[config.mk]
export PLATFORM = sky130hd
export DESIGN_NAME = mult_serial_flat
export DESIGN_NICKNAME = d
export VERILOG_FILES = /design/src/rtl/mult_if.sv /design/src/rtl/mult_serial.sv /design/src/flat_wrapper.sv
export SDC_FILE = /design/constraint.sdc
export NUM_CORES = 1
export LEC_CHECK = 0
export CORE_MARGIN = 2
export CORE_UTILIZATION = 45
export DETAILED_ROUTE_END_ITERATION = 10
export MAX_ROUTING_LAYER = met4
export PLACE_DENSITY = 0.65
export SLEW_MARGIN = 20
export SYNTH_ARGS = -nofsm -noshare
export SYNTH_HDL_FRONTEND = slang
export SYNTH_SLANG_ARGS = --single-unit
[constraint.sdc]
create_clock -name clk_i -period 3.25 [get_ports clk_i]
set_input_delay 0.4875 -clock clk_i [delete_from_list [all_inputs] [get_ports clk_i]]
set_output_delay 0.4875 -clock clk_i [all_outputs]
set_load 0.005 [all_outputs]
[src/rtl/mult_if.sv]
// mult_if: start/ready handshake and operand/product bus of the shared serial multiplier.
interface mult_if #(
  parameter int WIDTH_A = 16,
  parameter int WIDTH_B = 8
);
  logic                       start_i;
  logic [WIDTH_A-1:0]         a_i;
  logic [WIDTH_B-1:0]         b_i;
  logic                       ready_o;
  logic                       busy_o;
  logic [WIDTH_A+WIDTH_B-1:0] prod_o;
  modport master (output start_i, a_i, b_i, input ready_o, busy_o, prod_o);
  modport slave  (input start_i, a_i, b_i, output ready_o, busy_o, prod_o);
endinterface

[src/rtl/mult_serial.sv]
// mult_serial: shift-add signed x unsigned multiplier, one multiplier bit per cycle, fixed latency.
module mult_serial #(
  parameter int WIDTH_A = 16,
  parameter int WIDTH_B = 8
) (
  input logic   clk_i,
  input logic   rst_ni,
  mult_if.slave bus
);
  localparam int P  = WIDTH_A + WIDTH_B;
  localparam int CW = $clog2(WIDTH_B);
  typedef enum logic [1:0] {IDLE, CALC, DONE} state_e;
  state_e            state_q, state_d;
  logic [P-1:0]      acc_q, acc_d, a_sh_q, a_sh_d, prod_q, prod_d, acc_sum;
  logic [WIDTH_B-1:0] b_sh_q, b_sh_d;
  logic [CW-1:0]     cnt_q, cnt_d;
  always_ff @(posedge clk_i or negedge rst_ni) begin
    if (!rst_ni) begin
      state_q <= IDLE;
      acc_q   <= '0;
      a_sh_q  <= '0;
      b_sh_q  <= '0;
      cnt_q   <= '0;
      prod_q  <= '0;
    end else begin
      state_q <= state_d;
      acc_q   <= acc_d;
      a_sh_q  <= a_sh_d;
      b_sh_q  <= b_sh_d;
      cnt_q   <= cnt_d;
      prod_q  <= prod_d;
    end
  end
  always_comb begin
    acc_sum = acc_q + (b_sh_q[0] ? a_sh_q : '0);
    state_d = state_q;
    acc_d   = acc_q;
    a_sh_d  = a_sh_q;
    b_sh_d  = b_sh_q;
    cnt_d   = cnt_q;
    prod_d  = prod_q;
    case (state_q)
      IDLE: if (bus.start_i) begin
        a_sh_d  = {{WIDTH_B{bus.a_i[WIDTH_A-1]}}, bus.a_i};
        b_sh_d  = bus.b_i;
        acc_d   = '0;
        cnt_d   = '0;
        state_d = CALC;
      end
      CALC: begin
        acc_d  = acc_sum;
        a_sh_d = a_sh_q << 1;
        b_sh_d = b_sh_q >> 1;
        cnt_d  = cnt_q + 1'b1;
        // the product register captures the final sum on the same edge that enters DONE
        if (cnt_q == CW'(WIDTH_B - 1)) begin
          state_d = DONE;
          prod_d  = acc_sum;
        end
      end
      default: state_d = IDLE;
    endcase
  end
  assign bus.ready_o = state_q == DONE;
  assign bus.busy_o  = state_q != IDLE;
  assign bus.prod_o  = prod_q;
endmodule

[src/flat_wrapper.sv]
// flat-port wrapper written by rule: the top's interface ports become plain ports
module mult_serial_flat 
#(
  parameter int WIDTH_A = 16,
  parameter int WIDTH_B = 8
)
  (clk_i, rst_ni, bus_start_i, bus_a_i, bus_b_i, bus_ready_o, bus_busy_o, bus_prod_o);
  mult_if #(.WIDTH_A(WIDTH_A), .WIDTH_B(WIDTH_B)) bus_i ();
  input logic clk_i;
  input logic rst_ni;
  input wire logic [$bits(bus_i.start_i)-1:0] bus_start_i;
  input wire logic [$bits(bus_i.a_i)-1:0] bus_a_i;
  input wire logic [$bits(bus_i.b_i)-1:0] bus_b_i;
  output wire logic [$bits(bus_i.ready_o)-1:0] bus_ready_o;
  output wire logic [$bits(bus_i.busy_o)-1:0] bus_busy_o;
  output wire logic [$bits(bus_i.prod_o)-1:0] bus_prod_o;
  assign bus_i.start_i = bus_start_i;
  assign bus_i.a_i = bus_a_i;
  assign bus_i.b_i = bus_b_i;
  assign bus_ready_o = bus_i.ready_o;
  assign bus_busy_o = bus_i.busy_o;
  assign bus_prod_o = bus_i.prod_o;
  mult_serial #(.WIDTH_A(WIDTH_A), .WIDTH_B(WIDTH_B)) u_core (.clk_i(clk_i), .rst_ni(rst_ni), .bus(bus_i));
endmodule
==> results.md <==
* Status: finished with violations
* Failing checks: design-rule violations
* Sequential share of the synthesized area at 39.9%
* Max frequency at roughly 0.32 GHz
* Int Power at 3.33 mW
* CTS Buf Count at 9
* CP Data Arrival Time at 3.33 ns
* Peak per-stage delay on the critical path at 0.47 ns
* Initial antenna violation count at 1
* Synth top area share at approximately two fifths
* Overflow after GRT at 0
* Worst reg2reg path depth at 9
* Syn Std Cell Area at 5340 sq um
* Clk pwr share at 21.4%
* Detailed Routing Iterations Pass 1 at 8
* RSZ-0062 raised after global routing: false
* Rel. slew slack at 45.5%
* Syn Area/Cell at between 8 and 9 sq um
* HPWL reported at the end of detailed placement at ~9.5 mm
* Drt drc at 3
* Final ANT Viol Nets at 0
* Clock Latency Late Sink at roughly 0.34 ns
* Reg area at ~2100 sq um
* Largest net degree at the start of global routing at 86
* Met1 Use GR at 31.8%
* Reg-to-Reg Start: u_core.b_sh_q[0]
* Via count at about 4,700
* Final wirelength at 13.8 mm
* Leakage at 2.86 nW
* Starting Density at between 40% and 50%
* Setup slack of the most critical reg-to-reg path at ~0.16 ns
* Busiest grt layer: met2
* Top FF cell, synth: dfrtp_1
* Cts repair resizes at 0
* Vias in the first global route at approximately 4,600
* DIE AREA at 12,700 sq um
* Placement Cell Area at 5950 sq um
* Area leader, netlist: dfrtp_1
* Num rows at 39
* # setup viols final at 0
* Clock slew at reported path FFs at 0.06 ns
* Clock sinks at 85
* Post-synth top cells: nand2_1 (92), dfrtp_1 (85), a21oi_1 (60)
* EDFF count, synth at 0
* Placed instance count at 771
* CTS tree: done
* Max Slew Vio Count at 0
* Setup TNS Final at 0 ns
* Clk_skew at between 0.005 and 0.006 ns
* Setup Crit Path Kind: flop to flop
* PwrDens at 863 nW/um^2
* Syn. warnings at 0
* Worst-Margin Slew at 0.817 ns
* Port Buf Inserts at 52
* Place WS at 0.195 ns
* Synthesized instance count at 609
* Post-CTS setup buffers at 0
* Final Cycle Share at 95.2%
* Psw at approximately 2.1 mW
* Tmin final at 3.09 ns
* Filler cells at a little over 1,000
* Fin area at 6290 sq um
* Cell chain of the critical path: and2_1 > ha_1 > fa_1 > a21o_1 > a311o_1 > a21oi_2 > a31oi_4 > or3_1 > a32o_1
* Synth Register Bits at 85
* Global-route wire length before repair at ~23 mm
* Root Buffer: clkbuf_16
* Max stage delay cell, worst path: dfrtp_1
* Die W at 113 um
* Critical Path End Type: flop
* Die Height at 113 um
* Final std cells w/o fill at 787
* Part of the power in combinational logic at 45.6%
* Met3 usage at ~2.4%
* Drt wl/cell at 17.5 um
* Reg2reg end: u_core.acc_q[14]
* Async set or reset register ratio after synthesis at 100%
* Num ports at 53
* Layout area overhead at 17.9%
* Seq pwr share at between 30% and 40%
* Multi-input logic area at 2990 sq um
* Core area at 11,500 sq um
* Max VDD drop at 0.359 mV
* Max Fanout on Critical Path at 13
* Global routing usage on met2 at 35.9%
* Min-Delay Path Class: input pin to async pin
* Worst EP required at 3.49 ns
* Most numerous cell in the Yosys netlist: nand2_1
* Sw Share at 38.7%
* Synthesized net count at approximately 660
* Startpoint Class: flop
* Setup ws final at 0.155 ns
* H-tree lvl count at 3
* Distinct cells, synth at 60
* Global-route usage over all layers at 23.0%
* Clk buf depth at 2
* Share of layout cells above drive strength 1 at 8.23%
* Max-Cap Viols at 0
* N_diodes at 0
* Synth top area cells: dfrtp_1 (40%), nand2_1 (6.5%), ha_1 (5.9%)
* Hold Vio Cnt, Final at 0
* NumNets Final at 692
* Hold Buf Count CTS at 0
* DRT iter0 DRCs at 390
* Via density at 5.92
* Final Wtd Congestion at 0.934
## cell usage in the layout, fill, tap and decap left out, drive strengths merged, types with 7 or more instances in the layout
cell type	Yosys	final
nand2	92	92
dfrtp	85	85
a21oi	61	61
o21ai	56	56
clkdlybuf4s50	0	51
and2	25	25
ha	25	25
nand3	23	23
and3b	22	22
nor2	18	18
buf	15	16
a22o	15	15
nor3	13	13
clkbuf	33	11
inv	8	8
nand4	7	7
xnor2	7	7
mux2	7	7
## worst max path at each step
stage,startpoint,endpoint,slack [ns],cells past startpoint
floorplan,u_core.b_sh_q[0],u_core.acc_q[14],0.47,9
global placement,u_core.b_sh_q[0],u_core.acc_q[14],0.25,9
detailed placement,u_core.b_sh_q[0],u_core.acc_q[14],0.20,9
CTS,u_core.b_sh_q[0],u_core.acc_q[14],0.17,9
global route,u_core.b_sh_q[0],u_core.acc_q[14],0.03,9
finish,u_core.b_sh_q[0],u_core.acc_q[14],0.16,9
## cells by family (layout without fill, tap and decap cells)
group	count (synthesis)	count (layout)	synth area share, %
muxes	12	12	2.42
AOI/OAI and AO/OA	187	187	22.4
xor gates and xnor gates	14	14	2.58
adders and majority gates	26	26	6.24
DFF	85	85	39.9
buffers and inverters	56	91	4.36
and+or+nand+nor	229	229	22.1
## registers in the layout, summed over array words and instances, names as in the netlist
register / count
u_core.a_sh_q: 24
u_core.cnt_q: 3
u_core.bus.prod_o: 24
u_core.b_sh_q: 8
u_core.state_q: 2
u_core.acc_q: 24
## worst max-delay path: cells and delay by family (launching register included)
kind / cells / cell delay (ns)
AOI/OAI and AO/OA: 5 / 1.32
adders and majority gates: 2 / 0.64
DFF: 1 / 0.47
and+or+nand+nor: 2 / 0.56
## power groups by stage
stage | Clock (mW) | Combinational [mW] | Sequential [mW]
floorplan | 0 | 1.70 | 1.72
global placement | 0 | 2.40 | 1.79
detailed placement | 0 | 2.47 | 1.80
CTS | 1.19 | 2.48 | 1.79
global route | 1.23 | 2.75 | 1.85
finish | 1.16 | 2.48 | 1.79
## through the flow
step	utilization, %	hold WS, ns	power, mW
6_report	54.7	0.142	5.43
5_1_grt	54.7	0.250	5.83
4_1_cts	54.6	0.390	5.46
3_5_place_dp	51.7	0.462	4.27
3_3_place_gp	51.7	0.460	4.19
2_1_floorplan	-	0.192	3.41
## layout make-up
type / instances / share of cell area (%)
clock buffers: 11 / 4.02
clock inverters: 5 / 1.31
inverters: 8 / 0.477
multi-input cells: 468 / 47.5
flip-flops and latches: 85 / 33.8
well taps: 143 / 2.84
repair buffers: 67 / 10.1
## layer usage
metal | routed length (um) | part of all wire (%)
met4 | 197 | 1.4
met5 | 0 | 0
met2 | 6250 | 45
met3 | 614 | 4.5
met1 | 6690 | 49
Note: power is estimated with default switching activity, not from simulation.
==> patch 1 (config.mk and constraints unchanged) <==
`WIDTH_A` is set to 16 in 3 places; all go to 32.
--- a/src/rtl/mult_if.sv
+++ b/src/rtl/mult_if.sv
@@ -2,3 +2,3 @@
 interface mult_if #(
-  parameter int WIDTH_A = 16,
+  parameter int WIDTH_A = 32,
   parameter int WIDTH_B = 8
--- a/src/rtl/mult_serial.sv
+++ b/src/rtl/mult_serial.sv
@@ -2,3 +2,3 @@
 module mult_serial #(
-  parameter int WIDTH_A = 16,
+  parameter int WIDTH_A = 32,
   parameter int WIDTH_B = 8
--- a/src/flat_wrapper.sv
+++ b/src/flat_wrapper.sv
@@ -3,3 +3,3 @@
 #(
-  parameter int WIDTH_A = 16,
+  parameter int WIDTH_A = 32,
   parameter int WIDTH_B = 8
Ports: changed (resized bus_a_i and bus_prod_o); port bits go from 53 to 85. No check against the original RTL was run, so the function may have changed too.
==> patch 1 against the original RTL <==
  * Total power is 66% higher
  * Combinational power rose by 65%
  * Cell count is 66% higher
  * Design area increased by 64%
  * Worst setup slack worse by 0.0032 ns
  * Maximum frequency decreased by 0.10%
  * Critical path depth unchanged
  * Core utilization up 0.43 points
  * Sequential share of layout area down 1.5 points
  * Critical path type unchanged
  * Via count rose by 64%
  * Sequential cell count is 48 higher
  * Synthesized cell count grew 65%
  * Wire length is 68% higher
  * Area after synthesis grew 60%
  * Critical endpoint is now u_core.acc_q[38]
==> patch 1: results (changes against the original RTL) <==
Layout area overhead 20.4%; register area share after synthesis 38.9% (-0.96 points); met2 wire length 9.75 mm (+56%); met3 wire len 1.11 mm (+80%); H-tree Lvls 4 (+1); pin count of the biggest net entering global routing 88 (+2.3%); Setup WS pre-CTS 0.185 ns (-0.0107 ns); crit path max-delay cell type ha_1; number of distinct library cells after synthesis 69 (+15%); P_int 5.46 mW (+64%); Max VDD drop 0.443 mV (+23%); Skew-Pair Late Insertion Delay 0.43 ns (+0.09 ns); Arrival @ worst endpoint 3.36 ns (+0.03 ns); initial antenna violation count 0 (-1); Post-Syn Instances 1003 (+65%); total track usage 24.5% (+1.5 points); first-pass detailed-route iteration total 5 (-3); DP Area 0.00967 mm^2 (+62%); PortBufs 84 (+62%); Clock net power 2.06 mW (+78%); DR vias/cell 5.86 (-1.1%); Leakage 4.58 nW (+60%); drt wl/cell 17.7 um (+1.5%); Crit path largest cell delay 0.49 ns (+0.02 ns); switching component of the power 3.58 mW (+71%); Setup WS post-layout 0.152 ns (-0.00319 ns); total CTS buffers 17 (+8); WL met1 12.0 mm (+80%); first-pass GRT wire length 37.9 mm (+65%); GPL Wtd Cong 0.964 (+3.2%); P_comb 4.09 mW (+65%); Final nets 1145 (+65%); First DRT Iteration DRCs 613 (+57%); Slew @ Worst Pin 0.808 ns (-0.00896 ns); # placed instances 1275 (+65%); status finished, final reports clean; reg2reg end u_core.acc_q[38]; number of fill cells 1711 (+67%); CP max FO 22 (+9)
## patch 1: cells by family (layout without fill, tap and decap cells)
logic type      Yosys count  count (layout)  synth area share, %
simple gates            384             384                 23.5
xor+xnor                 23              23                 2.35
flops                   133             133                 38.9
fa+ha+maj                42              42                 6.23
buf+inv                  84             153                 3.92
compound gates          324             324                 23.4
mux                      13              13                 1.62
## patch 1: per-layer routing
| layer | track usage, % | vias to the layer above |
|---|---|---|
| met1 | 37.5 | 3637 |
| met4 | 6.00 | 0 |
| met2 | 33.7 | 221 |
| met5 | - | - |
| met3 | 4.08 | 18 |
| li1 | - | 3771 |
## patch 1: final cells by class
| class | count | share of cell area [%] |
|---|---|---|
| Sequential cell | 133 | 32.3 |
| Inverter | 11 | 0.401 |
| Tap cell | 234 | 2.84 |
| Timing Repair Buffer | 111 | 10.6 |
| Clock inverter | 11 | 1.71 |
| Clock buffer | 20 | 4.34 |
| Multi-Input combinational cell | 786 | 47.8 |
==> patch 2 (same settings) <==
Made on the original files. Re-encode `state_e` (3 states) as one-hot, 3 bits wide.
--- a/src/rtl/mult_serial.sv
+++ b/src/rtl/mult_serial.sv
@@ -11,3 +11,3 @@
   localparam int CW = $clog2(WIDTH_B);
-  typedef enum logic [1:0] {IDLE, CALC, DONE} state_e;
+  typedef enum logic [2:0] {IDLE = 3'b001, CALC = 3'b010, DONE = 3'b100} state_e;
   state_e            state_q, state_d;
Behaviour: no difference found for any inputs over 4 cycles, from zero or initial values and one cycle with rst_ni low; so few cycles prove little.
==> patch 2 against the original RTL <==
  * Core utilization is essentially flat
  * Wire length decreased by 20%
  * Design area down 10%
  * Sequential cell count increased by 1
  * Clock skew grew 0.0076 ns
  * Area after synthesis down 11%
  * Total power shrank 16%
  * First-iteration DRC count shrank 40%
  * Worst setup slack better by 0.086 ns
  * Highest routed layer unchanged
==> patch 2: results (changes against the original RTL) <==
status finished, final reports clean; Post-DP HPWL 7.88 mm (-17%); Max VDD drop 0.436 mV (+21%); Area contributors post-synth dfrtp_1, nand2_1, ha_1; syn nets 600 (-9.4%); number of fill cells 932 (-9.0%); inverter count 7 (-1); Final Critical Period 3.01 ns (-0.0856 ns); Clk pin slew, worst setup/hold paths 0.09 ns (+0.03 ns); Final nets 639 (-7.7%); initial antenna violation count 0 (-1); Synth Area in Compound Gates 18.6% (-3.9 points); reg2reg setup slack 0.24 ns (+0.09 ns); pin count of the biggest net entering global routing 87 (+1.2%); multi-input combinational cell count 421 (-10%); DP Area 0.00540 mm^2 (-9.3%); Post-synth top cells nand2_1, dfrtp_1, o21ai_0, nor2_1, clkbuf_1; Skew-Pair Late Insertion Delay 0.37 ns (+0.03 ns); first-pass GRT wire length 18.7 mm (-18%); drt wl/cell 15.2 um (-13%); fraction of area in multi-input gates 43.8% (-3.7 points); vias in the first global route 3771 (-18%); GPL Wtd Cong 0.878 (-6.0%); first-pass detailed-route iteration total 5 (-3); multiplexer share of the synthesized area 1.34% (-1.1 points); clock buffers 10 (-1); number of distinct library cells after synthesis 48 (-20%); CP endpoint u_core.bus.prod_o[22]; Slew @ Worst Pin 0.891 ns (+0.0740 ns); clock sink count 86 (+1.2%); post-route insts no fill 727 (-7.6%); via count 3959 (-15%); Root Driver clkbuf_8; Post-Synth XOR/XNOR Area 3.86% (+1.3 points); First DRT Iteration DRCs 234 (-40%); Avg Inst Size Synth 8.72 um^2 (-0.52%)
[patch 2: changes by cell type after synthesis, sizes merged, moves of 6 or more]
cell,unedited run,this run
o31ai,6,0
and3b,22,0
buf,15,1
nand2,92,112
a22o,15,2
a31oi,3,23
nor2,18,34
nor3,13,2
a21oi,61,31
[patch 2: power by group]
group	switching, mW	internal [mW]	total (mW)
clock network	0.416	0.459	0.875
logic	1.22	0.799	2.02
registers	0.253	1.43	1.68
total	1.89	2.69	4.58
[patch 2: kinds of logic after synthesis]
kind of cell,after synthesis
AND/OR/NAND/NOR,221
AO/OA/AOI/OAI,147
flip-flops,86
buffers and inverters,40
adder cells (fa/ha/maj),26
XOR/XNOR,21
multiplexers,6
[patch 2: routing by layer]
layer | routed length [um] | part of all wire, % | up-vias | GRT usage, %
met5 | 0 | 0 | - | -
met4 | 159 | 1.4 | 0 | 6.49
met3 | 523 | 4.7 | 15 | 2.98
met2 | 4890 | 44 | 102 | 30.8
met1 | 5490 | 50 | 1852 | 30.9
li1 | - | - | 1990 | -
